File: src/rtl/if_id_stage.sv
// Fetch-side register stage: owns the PC and the IF/ID register.
// It applies stalls and redirects, and tracks stall statistics.
module if_id_stage #(
    parameter logic [31:0] RESET_PC   = 32'h0000_3000,
    parameter bit          DELAY_SLOT = 1'b1,
    parameter int unsigned STALL_MAX  = 16
) (
    input  logic        clk,
    input  logic        rst_n,
    input  logic        stall_d,
    input  logic        redirect_d,
    input  logic [31:0] redirect_pc,
    input  logic [31:0] instr_f,
    output logic [31:0] pc_f,
    output logic [31:0] instr_d,
    output logic [31:0] pc4_d,
    output logic        valid_d,
    output logic [15:0] stall_cycles,
    output logic        stall_timeout
);

    localparam int CW = $clog2(STALL_MAX + 1);

    typedef enum logic [1:0] {RUN, HOLD, HOLD_PEND} state_t;

    state_t        state, state_nx;
    logic [31:0]   pend_pc, pend_nx;
    logic [31:0]   pc_nx, pc4, target;
    logic [31:0]   instr_nx, pc4_nx;
    logic          valid_nx;
    logic          take;
    logic [CW-1:0] run_cnt;

    always_comb begin
        pc4      = pc_f + 32'd4;
        target   = redirect_d ? {redirect_pc[31:2], 2'b00} : pend_pc;
        take     = redirect_d | (state == HOLD_PEND);
        state_nx = state;
        pend_nx  = pend_pc;
        pc_nx    = pc_f;
        instr_nx = instr_d;
        pc4_nx   = pc4_d;
        valid_nx = valid_d;
        if (stall_d) begin
            if (redirect_d) begin
                pend_nx  = target;
                state_nx = HOLD_PEND;
            end else if (state == RUN) begin
                state_nx = HOLD;
            end
        end else begin
            state_nx = RUN;
            pend_nx  = '0;
            pc_nx    = take ? target : pc4;
            pc4_nx   = pc4;
            // Without a delay slot the word fetched beside a redirect is squashed
            if (take && !DELAY_SLOT) begin
                instr_nx = '0;
                valid_nx = 1'b0;
            end else begin
                instr_nx = instr_f;
                valid_nx = 1'b1;
            end
        end
    end

    always_ff @(posedge clk or negedge rst_n) begin
        if (!rst_n) begin
            state   <= RUN;
            pend_pc <= '0;
            pc_f    <= RESET_PC;
            instr_d <= '0;
            pc4_d   <= '0;
            valid_d <= 1'b0;
        end else begin
            state   <= state_nx;
            pend_pc <= pend_nx;
            pc_f    <= pc_nx;
            instr_d <= instr_nx;
            pc4_d   <= pc4_nx;
            valid_d <= valid_nx;
        end
    end

    always_ff @(posedge clk or negedge rst_n) begin
        if (!rst_n) begin
            stall_cycles  <= '0;
            run_cnt       <= '0;
            stall_timeout <= 1'b0;
        end else begin
            if (stall_d && stall_cycles != 16'hFFFF)
                stall_cycles <= stall_cycles + 16'd1;
            if (!stall_d)
                run_cnt <= '0;
            else if (run_cnt != CW'(STALL_MAX))
                run_cnt <= run_cnt + CW'(1);
            // Set on the edge that completes the STALL_MAX-th consecutive stall
            if (stall_d && run_cnt == CW'(STALL_MAX - 1))
                stall_timeout <= 1'b1;
        end
    end

endmodule

File: config.mk
export PLATFORM = sky130hd
export DESIGN_NAME = if_id_stage
export DESIGN_NICKNAME = d
export VERILOG_FILES = /design/src/rtl/if_id_stage.sv
export SDC_FILE = /design/constraint.sdc
export NUM_CORES = 1
export LEC_CHECK = 0
export ABC_AREA = 1
export CAP_MARGIN = 20
export CELL_PAD_IN_SITES_DETAIL_PLACEMENT = 0
export CELL_PAD_IN_SITES_GLOBAL_PLACEMENT = 2
export CORE_MARGIN = 5
export CORE_UTILIZATION = 31
export CTS_CLUSTER_DIAMETER = 200
export CTS_CLUSTER_SIZE = 20
export DETAILED_ROUTE_END_ITERATION = 12
export PLACE_DENSITY_LB_ADDON = 0.1
export SYNTH_ARGS = -nofsm -noshare
export SYNTH_HDL_FRONTEND = slang
export SYNTH_SLANG_ARGS = --single-unit
File: constraint.sdc
create_clock -name clk -period 3.8 [get_ports clk]
set_input_delay 0.95 -clock clk [delete_from_list [all_inputs] [get_ports clk]]
set_output_delay 0.95 -clock clk [all_outputs]
set_load 0.03 [all_outputs]
==> results of run 1 <==
registers in the layout (all words and copies together) (netlist names):
register / cells
instr_d: 32
pc4_d: 32
pc_f: 32
pend_pc: 32
stall_cycles: 16
run_cnt: 5
state: 2
stall_timeout: 1
valid_d: 1
where the power goes:
part / internal [W] / leakage, nW / switching, W
sequential: 0.00182 / 1.95 / 0.000186
combinational: 0.000508 / 2.37 / 0.000763
clock: 0.00110 / 0.296 / 0.000725
total: 0.00343 / 4.62 / 0.00167
per-stage QoR:
step	total power [W]	instance area, um2	std cells	util
3_3_place_gp	0.003327	9185	1284	0.4057
3_5_place_dp	0.003333	9185	1284	0.4057
5_1_grt	0.005364	9807	1315	0.4332
2_1_floorplan	0.002718	7143	848	-
4_1_cts	0.005184	9807	1315	0.4332
6_report	0.005107	9807	1315	0.4332
logic make-up (layout without fill, tap and decap cells):
family,Yosys count,in the layout,synth area share
AOI/OAI and AO/OA,57,57,0.04694
adders and majority gates,5,5,0.008758
and+or+nand+nor,499,499,0.2901
DFF,153,153,0.5363
buffers and inverters,81,263,0.04764
xor gates and xnor gates,23,23,0.02820
muxes,30,30,0.04204
layout by cell type, fill, tap and decap left out, drive strengths merged:
cell type / count
clkinvlp: 3
clkdlybuf4s50: 176
o21bai: 1
bufinv: 4
a21oi: 12
or2: 4
and2: 2
nor3: 7
mux2i: 30
xor2: 11
dfrtp: 151
o21ai: 35
clkbuf: 17
nand3: 38
ha: 5
a21o: 1
dfstp: 2
clkinv: 4
inv: 49
o221ai: 8
nor2: 90
xnor2: 12
nand2: 355
buf: 10
nand4: 3
final cells by class:
class,instances,area [um2],share of cell area
clock buffers,17,425.4,0.04338
clock inverters,14,196.4,0.02003
inverters,46,175.2,0.01786
multi-input cells,614,2972,0.3030
flip-flops and latches,153,3831,0.3907
well taps,285,356.6,0.03636
repair buffers,186,1851,0.1887
final timing paths:
path | from | end | slack [ps] | depth (start not counted)
setup / recovery | pc_f[13] | pc_f[13] | 1130 | 1
hold / removal | stall_timeout | stall_timeout | 470 | 1
setup reg to reg | state[0] | pc_f[11] | 1470 | 6
hold reg to reg | stall_timeout | stall_timeout | 470 | 1
max in group asynchronous | rst_n | pc_f[12] | 2450 | 2
min in group asynchronous | rst_n | stall_cycles[6] | 500 | 1
routing by layer:
metal	routed length (um)	global-route usage
met3	1437	0.05379
met2	9270	0.2515
met1	10300	0.2323
met4	199	0.04191
met5	30	0
==> key figures, run 1 <==
Drt
  • Antenna-violating nets left: 0
  • 1st-pass router iterations: 4
  • Average wire length per cell after detail routing: 16.15 um
  • Vias post-DR: 5940
  • Drt drc: 0
  • Wire length reported by the detailed router: 21240 um
  • Post-detailed-route via-to-cell ratio: 4.517
  • Number of DRC violations after detailed-routing iteration 0: 412

Logic synthesis
  • Most instantiated flip-flop cell in the synthesis netlist: dfrtp_1
  • Post-synthesis cell type with the largest combined area: dfrtp_1
  • Syn Inst Count: 848
  • Cell area after technology mapping: 7143 um2
  • Fraction of post-synthesis cell area in the top cell type by area: 0.5290
  • Syn_area_per_cell: between 8 and 9 um2
  • Number of different library cells in the post-synthesis netlist: 35
  • Synth Net Count: 921
  • Post-synth EDFFs: 0
  • Warnings, synthesis: 0
  • Commonest cells post-synth: nand2_1 (349), dfrtp_1 (151), nor2_1 (79), inv_1 (42), nand3_1 (34)
  • Cell with the most instances after synthesis: nand2_1
  • Asr flop ratio synth: 1.000
  • Area contributors post-synth: dfrtp_1 (53%), nand2_1 (18%), mux2i_1 (4.2%)
  • Post-synthesis sequential area ratio: 0.5363
  • Number of synthesized register bits: 153

Worst setup path
  • Worst path slowest cell: clkdlybuf4s50_1
  • Critical path data arrival time: about 1700 ps
  • Critical path cell sequence: clkdlybuf4s50_1
  • Critical Path Max Stage Delay: about 700 ps
  • CP startpoint kind: flop
  • Count of buffer and inverter cells on the critical path: 1
  • Setup Crit Path Kind: flop to output port
  • Critical path required time: 2850 ps
  • Cell family with most CP delay: buffers and inverters
  • Critical path fanouts, max: 5
  • Worst Setup End Kind: output port

Global route
  • Antenna violations before repair: 2
  • Wire length of the first global-routing pass: ~34000 um
  • All-layer global routing usage: 0.1664
  • Vias in the first global route: just over 6000
  • Remaining global-route overflow: 0
  • Largest net degree at the start of global routing: 80

Clock tree
  • Clk pin slew, worst setup/hold paths: 70 ps
  • Number of buffers inserted by hold repair at cts: 0
  • Post_cts resized: 0
  • Worst-Skew Late Latency: between 400 and 500 ps
  • Clock root cell: clkbuf_16
  • Total number of H-tree levels: 4
  • Buffer levels on the longest clock path: 2
  • Sink count of the clock tree: 153
  • Number of buffers added by the clock tree synthesis step: 17
  • TritonCTS clock tree: built
  • Post-CTS setup buffer count: 0

Finish
  • Count of fill cells added during filler insertion: 2300
  • Layout overhead on the synthesized area: 37.29%
  • Number of antenna diodes: 0
  • Number of nets in the final layout: 1091
  • Layout cell share with drive strength beyond 1: 0.07573

Floorplan
  • Effective utilization at floorplan: 0.3155
  • Die footprint: roughly 26000 um2
  • Number of top-level pins: 182
  • Std-Cell Rows: between 50 and 60
  • Y dimension of the die: about 160 um
  • Die span in x: roughly 160 um
  • Core Area: roughly 23000 um2

Outcome
  • Outcome: finished, final reports clean

Placement
  • Post-DP HPWL: 15140 um
  • Global placement routability congestion: 0.7761
  • Pre-CTS setup slack: ~910 ps
  • Number of port buffers: 179

STA
  • Worst setup slack after layout: between 1000 and 1500 ps
  • Final hold violations: 0
  • Pins Over Slew Limit: 0
  • Fraction of the cycle the final worst path needs: 0.7038
  • Unrepaired setup endpoints after global routing: no
  • Relative slew slack: 0.4124
  • Fmax: 373.9 MHz
  • Total Negative Setup Slacks: 0 ps
  • Clock skew: about 12 ps
  • Worst-Margin Slew: 881.3 ps
  • Hold slack: roughly 470 ps
  • Number of setup violations in the final report: 0
  • Final critical-path required period: between 2000 and 3000 ps

Pwr
  • Peak supply drop: between 0.0002 and 0.0003 V
  • PD cells: about 520 nW/um2
  • Leakage power figure: between 4 and 5 nW

Job
  • Maxcap violations: 0

Hold path
  • Class of the worst hold path: flop to flop
Note: power is estimated with default switching activity, not from simulation.
==> inputs of run 2 (changes only) <==
- CORE_UTILIZATION: 31 -> 26
- clock period: 3.8 -> 2.2 ns (I/O delays scaled with it)
==> run 2 against run 1 <==
Power is 69% higher; hold slack worse by 450 ps; register-to-register slack worse by 1100 ps; sequential power is 73% higher; clock-buffer cell count is 1 higher; global-route usage is 1.9 points lower; clock power is 62% higher; utilization is 6.3 points lower; flip-flop and latch count stayed put; non-clock buffer count is 11 higher; largest cell class unchanged; largest power group unchanged.
==> key figures, run 2 (synthesis gave the netlist of run 1 again) <==
Clock tree
  • Buffer levels on the longest clock path: 2 (unchanged)
  • Number of buffers inserted by hold repair at cts: 0 (unchanged)
  • Post_cts resized: 9 (was 0)
  • Clk pin slew, worst setup/hold paths: 70 ps (about the same)
  • Post-CTS setup buffer count: 0 (unchanged)
  • Total number of H-tree levels: 4 (unchanged)
  • Clock root cell: clkbuf_16 (unchanged)
  • Number of buffers added by the clock tree synthesis step: 17 (unchanged)
  • TritonCTS clock tree: built (unchanged)
  • Worst-Skew Late Latency: 430 ps (was 420 ps)
  • Sink count of the clock tree: 153 (unchanged)

STA
  • Relative slew slack: 0.7046 (was 0.4124)
  • Worst-Margin Slew: 443.0 ps (was 881.3 ps)
  • Final hold violations: 0 (unchanged)
  • Fraction of the cycle the final worst path needs: 0.9834
  • Clock skew: 12.01 ps (was 11.65 ps)
  • Fmax: approximately 460 MHz
  • Total Negative Setup Slacks: 0 ps (unchanged)
  • Pins Over Slew Limit: 0 (unchanged)
  • Hold slack: 18.82 ps (was 466.3 ps)
  • Final critical-path required period: roughly 2200 ps
  • Number of setup violations in the final report: 0 (unchanged)
  • Unrepaired setup endpoints after global routing: no (unchanged)

Finish
  • Finished Cell Area: 9992 um2 (was 9807 um2)
  • Number of antenna diodes: 0 (unchanged)
  • Most frequent cells in the layout: nand2_1 (349), clkdlybuf4s50_1 (162), dfrtp_1 (151) (was nand2_1 (349), clkdlybuf4s50_1 (176), dfrtp_1 (151))
  • Sequential cell area in the final layout: 3831 um2 (unchanged)
  • Most common cell after layout, fill and taps aside: nand2_1 (unchanged)
  • Count of fill cells added during filler insertion: 2842 (was 2300)
  • Layout overhead on the synthesized area: 39.88% (was 37.29%)
  • Layout cell share with drive strength beyond 1: 0.08637 (was 0.07573)
  • Count of non-filler cells in the finished layout: 1383 (was 1315)
  • Multi-input gate area: 2972 um2 (unchanged)
  • Number of nets in the final layout: 1102 (was 1091)

Drt
  • Drt drc: 0 (unchanged)
  • Met2 WL post-DR: 9552 um (was 9270 um)
  • Routed metal-1 wire length: 10880 um (was 10300 um)
  • Vias post-DR: 5947 (was 5940)
  • Sum of met3 wire segment lengths after detailed routing: 1686 um (was 1437 um)
  • 1st-pass router iterations: 4 (unchanged)
  • Post-detailed-route via-to-cell ratio: 4.300 (was 4.517)
  • Number of DRC violations after detailed-routing iteration 0: 317 (was 412)
  • Highest layer used for signal routing: met5 (unchanged)
  • Average wire length per cell after detail routing: 16.21 um (was 16.15 um)
  • Wire length reported by the detailed router: 22430 um (was 21240 um)
  • Antenna-violating nets left: 0 (unchanged)

Global route
  • All-layer global routing usage: 0.1478 (was 0.1664)
  • Vias in the first global route: 6190 (was 6091)
  • Remaining global-route overflow: 0 (unchanged)
  • Wire length of the first global-routing pass: 35870 um (was 34480 um)
  • Antenna violations before repair: 5 (was 2)
  • Largest net degree at the start of global routing: 81 (was 80)

Worst setup path
  • Worst Setup End Kind: output port (unchanged)
  • Critical path required time: 1650 ps (was 2850 ps)
  • Worst path slowest cell: clkdlybuf4s50_1 (unchanged)
  • Cell family with most CP delay: buffers and inverters (unchanged)
  • Critical path fanouts, max: 5 (unchanged)
  • Critical Path Max Stage Delay: 720 ps (was 700 ps)
  • Critical path cell sequence: clkdlybuf4s50_1 (unchanged)
  • Setup Crit Path Kind: flop to output port (unchanged)
  • CP startpoint kind: flop (unchanged)
  • Critical path data arrival time: 1610 ps (was 1720 ps)
  • Count of buffer and inverter cells on the critical path: 1 (unchanged)

Hold path
  • Class of the worst hold path: input port to asynchronous set/reset pin (was flop to flop)

Floorplan
  • Die span in x: 175.8 um (was 161.8 um)
  • Std-Cell Rows: 60 (was 55)
  • Y dimension of the die: 175.8 um (was 161.8 um)
  • Effective utilization at floorplan: 0.2643 (was 0.3155)
  • Core Area: 27030 um2 (was 22640 um2)
  • Die footprint: 30890 um2 (was 26180 um2)
  • Number of top-level pins: 182 (unchanged)

Outcome
  • Outcome: finished, final reports clean (unchanged)

Pwr
  • Peak supply drop: 0.0003683 V (was 0.0002775 V)
  • PD cells: 865.5 nW/um2 (was 520.8 nW/um2)
  • Leakage power figure: 4.768 nW (was 4.619 nW)

Placement
  • Post-DP Area: 9400 um2 (was 9185 um2)
  • Post-DP HPWL: 16490 um (was 15140 um)
  • Global placement routability congestion: 0.7454 (was 0.7761)
  • Cell count after placement: 1351 (was 1284)
  • Number of port buffers: 179 (unchanged)

Job
  • Maxcap violations: 0 (unchanged)
## run 2: worst paths after layout
check | start | end | slack (ps) | cells after the start
setup / recovery | pc_f[14] | pc_f[14] | 40 | 1
hold / removal | rst_n | stall_cycles[4] | 20 | 1
setup reg to reg | pc_f[2] | pc_f[30] | 410 | 10
hold reg to reg | stall_timeout | stall_timeout | 460 | 1
max in group asynchronous | rst_n | pc_f[12] | 1530 | 2
min in group clk | redirect_d | state[1] | 430 | 3
## run 2: routing by layer
layer / track usage / up-vias
li1: - / 3033
met1: 0.2080 / 2728
met2: 0.2183 / 153
met3: 0.05123 / 23
met4: 0.03606 / 10
met5: 0 / -
## run 2: power by group
part           total (W)  internal, W  switching (W)
Combinational    0.00221     0.000884        0.00132
Clock            0.00297      0.00155        0.00142
Sequential       0.00347      0.00315       0.000322
## run 2: area by class of cell
cell class / instances / area share
Inverter: 46 / 0.01753
Multi-Input combinational cell: 614 / 0.2974
Clock inverter: 14 / 0.01515
Clock buffer: 18 / 0.04395
Timing Repair Buffer: 197 / 0.1999
Sequential cell: 153 / 0.3834
Tap cell: 341 / 0.04270
## run 2: stage by stage
stage / total power [W] / util / setup WS, ps
3_3_place_gp: 0.005793 / 0.3478 / 389.1
6_report: 0.008648 / 0.3697 / 36.62
4_1_cts: 0.008822 / 0.3693 / 5.370
5_1_grt: 0.009117 / 0.3697 / 1.208
2_1_floorplan: 0.004694 / - / 455.5
3_5_place_dp: 0.005796 / 0.3478 / 378.9
